### src/rtl/pipeline_arbiter.sv
// Round-robin arbiter feeding NREQ valid/ready producers into one registered output slot.
// The output slot carries a source tag so results can be routed back to the producer.
module pipeline_arbiter #(
   parameter  int unsigned NREQ  = 4,
   parameter  int unsigned WIDTH = 5,
   localparam int unsigned TAGW  = (NREQ > 1) ? $clog2(NREQ) : 1
) (
   input  logic                  clk,
   input  logic                  reset,
   input  logic [NREQ-1:0]       prev_valid,
   output logic [NREQ-1:0]       this_ready,
   input  logic [NREQ*WIDTH-1:0] input_num,
   output logic                  this_valid,
   input  logic                  next_ready,
   output logic [WIDTH-1:0]      output_num,
   output logic [TAGW-1:0]       output_tag
);

   logic [TAGW-1:0] ptr;
   logic [TAGW-1:0] winner;
   logic [TAGW-1:0] ptr_next;
   logic            found;
   logic            can_accept;
   logic            take;

   // First requester at or after ptr, wrapping past NREQ-1.
   always_comb begin
      logic [TAGW-1:0] idx;
      found  = 1'b0;
      winner = '0;
      idx    = '0;
      for (int unsigned k = 0; k < NREQ; k++) begin
         idx = TAGW'((32'(ptr) + k) % NREQ);
         if (!found && prev_valid[idx]) begin
            found  = 1'b1;
            winner = idx;
         end
      end
   end

   assign can_accept = !this_valid || next_ready;
   assign take       = reset && can_accept && found;
   assign this_ready = take ? (NREQ'(1) << winner) : '0;
   assign ptr_next   = (32'(winner) == NREQ - 1) ? '0 : winner + 1'b1;

   always_ff @(posedge clk or negedge reset) begin
      if (!reset) begin
         this_valid <= 1'b0;
         output_num <= '0;
         output_tag <= '0;
         ptr        <= '0;
      end else if (take) begin
         this_valid <= 1'b1;
         output_num <= input_num[32'(winner)*WIDTH +: WIDTH];
         output_tag <= winner;
         ptr        <= ptr_next;
      end else if (next_ready) begin
         this_valid <= 1'b0;
      end
   end

`ifdef FORMAL
   a_onehot: assert property (@(posedge clk) $onehot0(this_ready));
   a_stall:  assert property (@(posedge clk) disable iff (!reset)
                (this_valid && !next_ready) |=>
                (this_valid && $stable(output_num) && $stable(output_tag)));
   a_rst:    assert property (@(posedge clk) $rose(reset) |-> !this_valid);
`endif

endmodule
### config.mk
export PLATFORM = sky130hd
export DESIGN_NAME = pipeline_arbiter
export DESIGN_NICKNAME = d
export VERILOG_FILES = /design/src/rtl/pipeline_arbiter.sv
export SDC_FILE = /design/constraint.sdc
export NUM_CORES = 1
export LEC_CHECK = 0
export CAP_MARGIN = 20
export CORE_ASPECT_RATIO = 1.2
export CORE_MARGIN = 4
export CORE_UTILIZATION = 41
export CTS_BUF_LIST = sky130_fd_sc_hd__clkbuf_2
export DETAILED_ROUTE_END_ITERATION = 12
export GPL_TIMING_DRIVEN = 0
export PLACE_DENSITY_LB_ADDON = 0.08
export SLEW_MARGIN = 15
export SYNTH_ARGS = -nofsm -noshare
export SYNTH_HDL_FRONTEND = slang
export SYNTH_SLANG_ARGS = --single-unit
### constraint.sdc
create_clock -name clk -period 4.2 [get_ports clk]
set_clock_uncertainty 0.15 [all_clocks]
set_input_delay 1.05 -clock clk [delete_from_list [all_inputs] [get_ports clk]]
set_output_delay 1.05 -clock clk [all_outputs]
set_load 0.005 [all_outputs]
==> impl_results.md <==
- Status: finished, final reports clean
- First-pass GRT wire length: 3120 µm
- CTS buffer count: 3
- Hold_buf cts: 0
- Mapped Cells: 68
- Max H-tree Level: 1
- PwrDens: 376 nW/µm²
- Vias in the first global route: 706
- DR WL/cell: around 14 µm
- Placed cell count: roughly 120
- Pin count of the biggest net entering global routing: 12
- Psw: 149 µW
- Layout cell share with drive strength beyond 1: 17.0%
- Arrival time worst endpoint: 2.71 ns
- Net Sw Frac: between 30% and 40%
- Flop pwr share: 33.6%
- Initial antenna violation count: 0
- Setup violators final: 0
- Internal: between 200 and 300 µW
- Non-filler instance count after layout: 129
- Max Freq: 256 MHz
- Max_cap viols: 0
- Worst VDD drop: approximately 0.00025 V
- Sequential fraction of the synthesis area: 37.2%
- Synth top area share: 37.2%
- Syn nets: 95
- PortBufs: 38
- R2r setup slk: 2.44 ns
- Critical R2R Launch: ptr[0]$_DFFE_PN0P_
- Ports: 39
- Drc violations: 0
- Gpl congestion: 0.768
- Crit path launch: next_ready
- Leakage Power: 0.000523 µW
- Drt total wl: 1840 µm
- Die H: 52.4 µm
- Slew Limit Fails: 0
- Fin crit period: between 3 and 4 ns
- Max clock buf depth: 2
- Combinational share of power: between 50% and 60%
- Post-Syn Area: just under 700 µm²
- Clk Latency, worst-skew pair: 0.27 ns
- Die Wd: 45.0 µm
- Reg clk slew, reported paths: 0.11 ns
- CTS tree: done
- Period utilization: 93.1%
- Overall global routing resource usage: 18.3%
- Area growth, synth to finish: 69.0%
- Via count: 683
- RSZ-0062 raised after global routing: no
- Num Clock Sinks: 10
- Worst EP required: around 3 ns
- Clk root buf: clkbuf_2
- Multi-input logic area: 412 µm²
- Worst hold slack: 0.344 ns
- Final worst slack: about 0.29 ns
- Initial DRC count: 11
- Routed Antenna Nets: 0
- Rows: 15
- Power, Total: 427 µW
- Final HPWL DP: roughly 1400 µm
- Ant. Diodes: 0
- Fill count: roughly 130
- Top cells by area, synth: dfrtp_1, mux2i_1, o221ai_2
- Sequential cell area: 250 µm²
- HP Start: output_tag[0]$_DFFE_PN0P_
- Flop and latch count out of synthesis: 10
- Fin nets: 140
- Synthesis warning total: 0
- Clock share of power: 13.9%
- Pre-CTS setup slack: -0.311 ns
- Pre-Repair DR Iteration Count: 4
- Max-slew headroom: 78.0%
- Least-Margin Pin Slew: 0.331 ns
- Worst hold path class: reg2reg
- Initial core utilization: roughly 45%
- Core ar.: about 1500 µm²
- Count of different cell masters after synthesis: 25
- Via/cell ratio: 5.29
- Hold Fails Final Rpt: 0
- Crit Path Class: in2out
- Global route overflow: 0
- CP Capture Type: output pin
- Syn_area_per_cell: about 9.9 µm²
- Crit Path Max Fanout: 10
- Die ar.: 2360 µm²
- Post-layout util: 75.8%
- Yosys top cell by area: dfrtp_1
- Startpoint Class: input port
[through the flow]
step                setup TNS (ns)  area [µm²]
floorplan                        0         673
global placement            -0.914        1070
detailed placement          -0.910        1070
CTS                              0        1130
global route                     0        1140
finish                           0        1140
[routing by layer]
metal / up-vias / track usage [%] / routed length (µm) / part of all wire, %
li1: 334 / - / - / -
met1: 321 / 22.6 / 797 / 43
met2: 24 / 29.7 / 913 / 50
met3: 4 / 4.81 / 110 / 6.0
met4: 0 / 7.32 / 22 / 1.2
met5: - / 0 / 0 / 0
[critical path, cell delays in order]
cell and delay (ns):
clkdlybuf4s50_1 0.44, nand2b_1 0.17, nand2b_4 0.09, clkbuf_4 0.19, nor3b_1 0.23, clkdlybuf4s50_1 0.54
[synth_stat cells]
cell type,n
dfrtp_1,10
a211o_1,1
nor2_1,3
mux2i_1,10
nand2b_1,6
nand2_1,10
o31ai_1,1
o21a_1,1
or2_1,1
o221ai_2,5
o41ai_1,1
a221oi_1,1
inv_1,3
a21o_1,1
buf_6,1
a21oi_4,1
a21boi_1,1
nor3_1,1
o21ai_0,2
nand3_1,1
o21ai_1,1
nor3b_1,1
buf_2,2
nor2b_1,2
a21oi_1,1
[path summary, 6_finish.rpt]
check	cells after the start	to
worst min-delay path	2	output_tag[0]$_DFFE_PN0P_
worst min register to register	2	output_tag[0]$_DFFE_PN0P_
worst max register to register	6	output_num[2]$_DFFE_PN0P_
worst max-delay path	6	this_ready[0]
max in group asynchronous	1	output_tag[1]$_DFFE_PN0P_
min in group asynchronous	1	this_valid$_DFFE_PN0P_
[power by group through the flow]
stage               clock network [µW]  logic (µW)  registers, µW
floorplan                            0         115            144
global placement                     0         212            144
detailed placement                   0         215            144
CTS                               62.2         226            144
global route                      67.1         246            147
finish                            59.3         224            144
[layout make-up]
cell class | count | share of cell area, %
plain buffers | 3 | 2.09
well taps | 17 | 1.87
clock buffers | 3 | 1.32
flip-flops and latches | 10 | 22.0
inverters | 3 | 0.990
multi-input cells | 52 | 36.2
clock inverters | 1 | 0.330
repair buffers | 40 | 35.2
[state kept, by name (all words and copies together) (netlist names)]
register and cells:
output_num 5, ptr 2, this_valid 1, output_tag 2
[timing repair]
item	in CTS	in global routing
gates resized for setup	5	7
pin swaps	1	0
buffers inserted	2	0
setup endpoints to repair	4	4
[cell families after synthesis]
| logic type | after synthesis | share of synthesized area [%] |
|---|---|---|
| AND/OR/NAND/NOR | 25 | 18.2 |
| AO/OA/AOI/OAI | 17 | 24.9 |
| multiplexers | 10 | 14.9 |
| flip-flops | 10 | 37.2 |
| buffers and inverters | 6 | 4.83 |
[layout by cell type, fill, tap and decap left out, types with 2 or more instances in the layout]
cell type,n
clkbuf_2,4
nor2_1,3
dlymetal6s2s_1,4
mux2i_1,10
clkdlybuf4s50_1,33
inv_1,3
nand2b_1,5
buf_4,2
dfrtp_1,10
o221ai_2,5
nand2_1,10
o21ai_0,2
No activity file was read; power rests on OpenSTA's default activity.
